[config.mk]
export PLATFORM = sky130hd
export DESIGN_NAME = store_sequencer
export DESIGN_NICKNAME = d
export VERILOG_FILES = /design/src/rtl/store_pkg.sv /design/src/rtl/ss_merge.sv /design/src/rtl/store_sequencer.sv
export SDC_FILE = /design/constraint.sdc
export NUM_CORES = 1
export LEC_CHECK = 0
export BUFFER_PORTS_ARGS = -buffer_cell sky130_fd_sc_hd__buf_2
export CAP_MARGIN = 10
export CORE_MARGIN = 2
export CORE_UTILIZATION = 55
export CTS_BUF_LIST = sky130_fd_sc_hd__clkbuf_2 sky130_fd_sc_hd__clkbuf_4 sky130_fd_sc_hd__clkbuf_8
export DETAILED_ROUTE_END_ITERATION = 10
export MAX_ROUTING_LAYER = met4
export PLACE_DENSITY_LB_ADDON = 0.05
export SLEW_MARGIN = 20
export SYNTH_ARGS = -nofsm -noshare
export SYNTH_HDL_FRONTEND = slang
export SYNTH_HIERARCHICAL = 1
export SYNTH_SLANG_ARGS = --single-unit
[constraint.sdc]
create_clock -name clk -period 3.8 [get_ports clk]
set_input_delay 0.19 -clock clk [delete_from_list [all_inputs] [get_ports clk]]
set_output_delay 0.19 -clock clk [all_outputs]
set_load 0.02 [all_outputs]
[src/rtl/store_pkg.sv]
// Shared encodings for the store sequencer: store-size codes, FSM state
// encoding and the wait-counter width.
// Ports: none (package).
package store_pkg;

  // Store size as decoded from the instruction funct3 field.
  typedef enum logic [1:0] {
    SS_WORD = 2'b00,
    SS_BYTE = 2'b01,
    SS_HALF = 2'b10,
    SS_ILL  = 2'b11
  } ss_type_e;

  typedef enum logic [2:0] {
    ST_IDLE  = 3'd0,
    ST_READ  = 3'd1,
    ST_WAIT  = 3'd2,
    ST_WRITE = 3'd3,
    ST_DONE  = 3'd4
  } state_e;

  // Wide enough for READ_LAT-1 with READ_LAT up to 7.
  localparam int CNT_W = 3;

endpackage

[src/rtl/ss_merge.sv]
// Purpose: combinational merge of a store operand into the old memory word.
// Latency: zero cycles (pure combinational).
// Backpressure: none; output follows inputs.
// Ports: old_word (word read from memory), b_data (register B),
//        ss_type (store size), wdata (word to write back).
module ss_merge
  import store_pkg::*;
(
  input  logic [31:0] old_word,
  input  logic [31:0] b_data,
  input  ss_type_e    ss_type,
  output logic [31:0] wdata
);

  // Partial stores always land in the low bits; the byte offset in the
  // address is not decoded.
  always_comb begin
    wdata = b_data;
    case (ss_type)
      SS_BYTE: wdata = {old_word[31:8], b_data[7:0]};
      SS_HALF: wdata = {old_word[31:16], b_data[15:0]};
      default: wdata = b_data;
    endcase
  end

endmodule

[src/rtl/store_sequencer.sv]
// Purpose: sequences sw/sh/sb stores; partial stores do read-modify-write.
// Latency: word 2 cycles to done, byte/half 3+READ_LAT, illegal 1.
// Backpressure: start is only sampled in IDLE; requests while busy are dropped.
// Ports: clk, reset (sync, active-high); start/ss_type/addr/b_in request;
//        mem_rdata/mem_addr/mem_wdata/mem_wr memory port; busy/done/err status.
module store_sequencer
  import store_pkg::*;
#(
  parameter int unsigned READ_LAT = 1  // legal 1..7
) (
  input  logic        clk,
  input  logic        reset,
  input  logic        start,
  input  logic [1:0]  ss_type,
  input  logic [31:0] addr,
  input  logic [31:0] b_in,
  input  logic [31:0] mem_rdata,
  output logic [31:0] mem_addr,
  output logic [31:0] mem_wdata,
  output logic        mem_wr,
  output logic        busy,
  output logic        done,
  output logic        err
);

  state_e             state_q;
  state_e             state_d;
  logic [31:0]        addr_q;
  logic [31:0]        b_q;
  ss_type_e           type_q;
  logic [31:0]        old_q;
  logic [CNT_W-1:0]   cnt_q;
  logic               err_q;
  logic [31:0]        merged;

  localparam logic [CNT_W-1:0] CNT_LOAD = CNT_W'(READ_LAT - 1);

  // State register.
  always_ff @(posedge clk) begin
    if (reset) begin
      state_q <= ST_IDLE;
    end else begin
      state_q <= state_d;
    end
  end

  // Next-state logic.
  always_comb begin
    state_d = state_q;
    case (state_q)
      ST_IDLE: begin
        if (start) begin
          case (ss_type)
            SS_WORD:          state_d = ST_WRITE;
            SS_BYTE, SS_HALF: state_d = ST_READ;
            default:          state_d = ST_DONE;
          endcase
        end
      end
      ST_READ:  state_d = ST_WAIT;
      ST_WAIT:  if (cnt_q == '0) state_d = ST_WRITE;
      ST_WRITE: state_d = ST_DONE;
      ST_DONE:  state_d = ST_IDLE;
      default:  state_d = ST_IDLE;
    endcase
  end

  // Request latches, wait counter and old-word capture.
  always_ff @(posedge clk) begin
    if (reset) begin
      addr_q <= '0;
      b_q    <= '0;
      type_q <= SS_WORD;
      old_q  <= '0;
      cnt_q  <= '0;
      err_q  <= 1'b0;
    end else begin
      case (state_q)
        ST_IDLE: begin
          if (start) begin
            addr_q <= addr;
            b_q    <= b_in;
            type_q <= ss_type_e'(ss_type);
            err_q  <= (ss_type == SS_ILL);
          end
        end
        ST_READ: cnt_q <= CNT_LOAD;
        ST_WAIT: begin
          // The counter reaching zero marks the cycle the read data is valid.
          if (cnt_q == '0) begin
            old_q <= mem_rdata;
          end else begin
            cnt_q <= cnt_q - 1'b1;
          end
        end
        ST_DONE: err_q <= 1'b0;
        default: ;
      endcase
    end
  end

  ss_merge u_merge (
    .old_word (old_q),
    .b_data   (b_q),
    .ss_type  (type_q),
    .wdata    (merged)
  );

  // Outputs decode only registered state, so there is no input-to-output path.
  assign mem_addr  = addr_q;
  assign mem_wr    = (state_q == ST_WRITE);
  assign mem_wdata = mem_wr ? merged : 32'h0;
  assign busy      = (state_q != ST_IDLE);
  assign done      = (state_q == ST_DONE);
  assign err       = done & err_q;

endmodule

==> results of run 1 <==
==> power by group through the flow <==
stage          clock network (mW)  logic [mW]  registers, mW
2_1_floorplan                   0       0.284           1.19
3_5_place_dp                    0       0.423           1.17
5_1_grt                     0.814       0.472           1.16
4_1_cts                     0.774       0.425           1.15
6_report                    0.756       0.424           1.15
3_3_place_gp                    0       0.414           1.17
==> worst max path at each step <==
stage,startpoint,to,slack [ps],depth (start not counted)
final,type_q[1],mem_wdata[9],1280,6
after global placement,state_q[2],b_q[30],1550,4
after detailed placement,state_q[2],b_q[22],1520,4
after floorplan,type_q[0],mem_wdata[10],2200,6
after global routing,type_q[0],mem_wdata[9],1160,7
after CTS,state_q[1],mem_wdata[30],1150,4
==> state kept, by name, summed over array words and instances (netlist names) <==
| register | count |
|---|---|
| b_q | 32 |
| mem_addr | 32 |
| old_q | 24 |
| cnt_q | 3 |
| state_q | 3 |
| type_q | 2 |
| err_q | 1 |
==> layer usage <==
metal	global-route usage, %	part of all wire, %
met5	-	0
met4	9.97	2.2
met3	4.32	6.6
met2	38.8	47
met1	31.4	44
==> cells in the final DEF (no fill, tap or decap), types with 2 or more instances in the layout <==
cell and instances:
buf_2 159, nor3_1 2, a21oi_1 90, nor2_1 3
o21ai_0 30, inv_1 6, clkinvlp_4 2, nor2b_1 3
and2_1 33, buf_4 4, bufinv_16 2, nand2_1 199
a22o_1 8, o2bb2ai_1 2, o21ai_1 2, clkbuf_8 11
dfxtp_1 97, ha_1 4
==> worst max-delay path, cell delays in order (launching register included) <==
cell and delay (ps):
dfxtp_1 340, inv_1 60, ha_1 500, nor2b_1 570, a22o_1 220, and2_1 130, buf_2 160
==> layout make-up <==
| class | count | area, um^2 | area share [%] |
|---|---|---|---|
| repair buffers | 164 | 846 | 16.6 |
| clock buffers | 12 | 159 | 3.12 |
| multi-input cells | 395 | 1920 | 37.8 |
| inverters | 6 | 22.5 | 0.442 |
| flip-flops and latches | 97 | 1940 | 38.1 |
| well taps | 99 | 124 | 2.43 |
| clock inverters | 4 | 75.1 | 1.47 |
==> results.toml, run 1 <==
[timing]
max_freq_mhz = 396
min_period_over_period_pct = 66.4
fin_setup_tns_ps = 0
hold_slack_ps = 55.6
timing.slew.headroom_pct = 39.3
rsz0062_at_grt = "no"
post-route-min-period_ps = 2520
setup_violations = 0
setup_slack_ps = 1280
max_slew.worst_pin.slew_ps = 907
final.setup_skew_ps = 11.7
final_hold_viol_count = 0
slew_violations = 0

[pwr]
total_leakage_power_nw = 2.25
power_report.internal_total_mw = 1.67
switch_share_pct = 28.4
power_density_nw_per_um2 = 458
power.share.clock_pct = 32.5
power.total_mw = 2.33
combinational_share_of_power_pct = 18.2
power.ir.vdd_worst_mv = 0.232
share_seq_of_total_power_pct = 49.3
p_switching_mw = 0.663

[critical_path]
worst-endpoint-arrival_ps = 2330
reg2reg_to = "b_q[22]"
end_kind = "output pin"
reg2reg_setup_slack_ps = 1510
crit_path_start_kind = "register"
critical_path.reg2reg.startpoint = "state_q[2]"
worst_ep_required_time_ps = 3610
worstRegToRegCells = 4
worst_path_class_setup = "reg -> out"
timing.critical_path.fanout_max = 17

[route]
routed_wl_mm = 10.1
detail_route.drc_violations = 0
detailedRoute.firstPassIterationCount = 5
avgRoutedWirePerCell_um = 13.0
viasPerCell = 5.07
vias = 3938
drtIter0Drc = 171
detail-route-antenna-nets = 0

[clocking]
cts_buffers = 9
clock_latency_of_the_later_clocked_register_in_the_worst_skew_pair_ps = 360
clk_transition_reported_paths_ps = 90
clockBufferDepth = 2
postCtsResizedCells = 0
clk_root_buffer_cell = "clkbuf_8"
cts_setup_buffers = 0
clock_tree.htree_level_count = 3
cts-hold-fix-buffers = 0
clock-sinks = 97
cts_tree = "done"

[die]
total_core_area_um2 = 7290
top_level_ports = 169
die_x_um = 91.0
dieHeight_um = 91.0
core.rowCount = 31
design.die.area_um2 = 8280
initial_utilization_pct = 57.1

[global_routing]
antenna_found_initial = 0
groute.usage.overall_pct = 24.6
number_of_global_route_vias_before_repair = 3553
grt_max_degree = 65
gr-total-overflow = 0
grt_pass1_wl_mm = 16.3

[cells_and_area]
final_core_utilization_pct = 69.8
layout-drive-gt1-share_pct = 27.4
finished_cell_area_um2 = 5090
num-fill-cells = 666
layout-area-overhead-vs-synth_pct = 22.3
antenna-diode-count = 0
final-instance-count-excl-fill = 777
fin_nets = 778

[worst_hold_path]
hold_sp = "b_in[26]"
min_path_cells = 3
hp-class = "in -> reg"
worst_hold_path.endpoint = "b_q[26]"

[placed_design]
finalWeightedCongestion = 0.885
placedCellCount = 761
port_buffers = 160
dpl.hpwl_mm = 6.67
placed_area_um2 = 4840
pre_cts_slack_ps = 1520

[synthesis]
post_synth_instance_area_um2 = 4160
synthesis.instances = 552
synth-warning-count = 6
post_synth.cell_area_avg_um2 = 7.54
synth_fp_nets = 657

[status]
outcome = "finished, final reports clean"

[flow_run]
timing.max_cap.violations = 0
Note: power is estimated with default switching activity, not from simulation.
==> inputs of run 2 (changes only) <==
Settings changed: CORE_UTILIZATION 55 to 46.
Clock period 3.8 ns to 2.1 ns, I/O delays scaled along.
==> run 2 against run 1 <==
Non-clock buffer count grew 95; clock power grew 57%; hold slack lost 43 ps; clock skew grew 4.5 ps; critical path depth grew 1.
==> results.toml, run 2 (synthesis gave the netlist of run 1 again) <==
[status]
outcome = "finished, final reports clean"

[clocking]
cts_tree = "done"
cts_buffers = 9
clock_tree.htree_level_count = 3
clock-sinks = 97
clk_transition_reported_paths_ps = 80
clk_root_buffer_cell = "clkbuf_8"
clockBufferDepth = 2
clock_latency_of_the_later_clocked_register_in_the_worst_skew_pair_ps = 350

[critical_path]
crit_path_start_kind = "register"
worst_ep_required_time_ps = 2000
timing.critical_path.fanout_max = 8
worst-endpoint-arrival_ps = 1860
worst_path_class_setup = "reg -> out"
end_kind = "output pin"
worstRegToRegCells = 4

[route]
avgRoutedWirePerCell_um = 13.1
drtIter0Drc = 187
detailedRoute.firstPassIterationCount = 4
routed_wl_mm = 11.5
viasPerCell = 4.84
detail-route-antenna-nets = 0
vias = 4256
detail_route.drc_violations = 0

[timing]
setup_violations = 0
hold_slack_ps = 12.6
post-route-min-period_ps = 1970
final_hold_viol_count = 0
rsz0062_at_grt = "no"
max_freq_mhz = 509
slew_violations = 0
fin_setup_tns_ps = 0
max_slew.worst_pin.slew_ps = 440
min_period_over_period_pct = 93.6
final.setup_skew_ps = 16.2
timing.slew.headroom_pct = 70.7

[die]
top_level_ports = 169
design.die.area_um2 = 9820
core.rowCount = 34
initial_utilization_pct = 47.5
dieHeight_um = 99.1
total_core_area_um2 = 8760
die_x_um = 99.1

[cells_and_area]
fin_nets = 873
layout-area-overhead-vs-synth_pct = 43.6
finished_cell_area_um2 = 5970
final_common_cell = "nand2_1"
most-common-layout-cells = "nand2_1, buf_2, dfxtp_1, a21oi_1, dlygate4sd3_1"
layout-drive-gt1-share_pct = 25.8
antenna-diode-count = 0

[global_routing]
number_of_global_route_vias_before_repair = 4050
antenna_found_initial = 0
grt_pass1_wl_mm = 18.0
grt_max_degree = 46
groute.usage.overall_pct = 23.0
gr-total-overflow = 0

[pwr]
power.ir.vdd_worst_mv = 0.437
power_density_nw_per_um2 = 702
total_leakage_power_nw = 2.64
power.total_mw = 4.19

[placed_design]
port_buffers = 160
dpl.hpwl_mm = 6.95
placed_area_um2 = 4950
finalWeightedCongestion = 0.832

[worst_hold_path]
min_path_cells = 3
hp-class = "in -> reg"

[flow_run]
timing.max_cap.violations = 0
[run 2: cell count changes in the layout (fill, tap and decap cells not counted), sizes merged]
cell	previous run	this run
buf	164	176
clkinv	0	1
clkinvlp	2	1
bufinv	2	1
dlygate4sd3	0	83
[run 2: where the power goes]
part / switching, mW / internal, mW / total (mW)
combinational: 0.531 / 0.408 / 0.939
clock: 0.602 / 0.584 / 1.19
sequential: 0.0781 / 1.99 / 2.07
total: 1.21 / 2.98 / 4.19
[run 2: what timing repair did]
action	4_1_cts	5_1_grt
endpoints found under the setup margin	3	25
hold buffers	82	1
setup buffers	0	0
gates resized for setup	1	2
endpoints found under the hold margin	82	1
[run 2: through the flow]
stage / worst slack (ps) / utilization, % / cells
after floorplan: 566 / - / 552
after global placement: 389 / 56.5 / 782
after detailed placement: 335 / 56.5 / 782
after CTS: 66.5 / 68.0 / 879
after global routing: 7.53 / 68.2 / 880
final: 134 / 68.2 / 880
[run 2: critical path, stage by stage (launching register included)]
cell     delay, ps
dfxtp_1        360
inv_1           60
ha_2           370
nor2b_1         60
buf_4          160
a22o_1         220
and2_1         140
buf_2          150
[run 2: area by class of cell]
| cell class | count | area [um^2] |
|---|---|---|
| repair buffers | 259 | 1770 |
| multi-input cells | 395 | 1920 |
| flip-flops and latches | 97 | 1940 |
| clock buffers | 12 | 146 |
| clock inverters | 3 | 42.5 |
| inverters | 6 | 22.5 |
| well taps | 108 | 135 |
| fillers | 778 | 2790 |
[run 2: layer usage]
metal | up-vias | wire length [um] | part of all wire [%] | GRT usage (%)
li1 | 2215 | - | - | -
met5 | - | 0 | 0 | -
met2 | 121 | 5770 | 50 | 40.3
met1 | 1907 | 5010 | 43 | 27.1
met3 | 13 | 573 | 5.0 | 3.23
met4 | 0 | 163 | 1.4 | 8.01
[run 2: worst paths after layout]
check / startpoint / to / slack, ps
setup / recovery: type_q[0] / mem_wdata[8] / 130
hold reg to reg: b_q[0] / b_q[0] / 450
hold / removal: mem_rdata[29] / old_q[29] / 10
setup reg to reg: state_q[1] / b_q[12] / 440
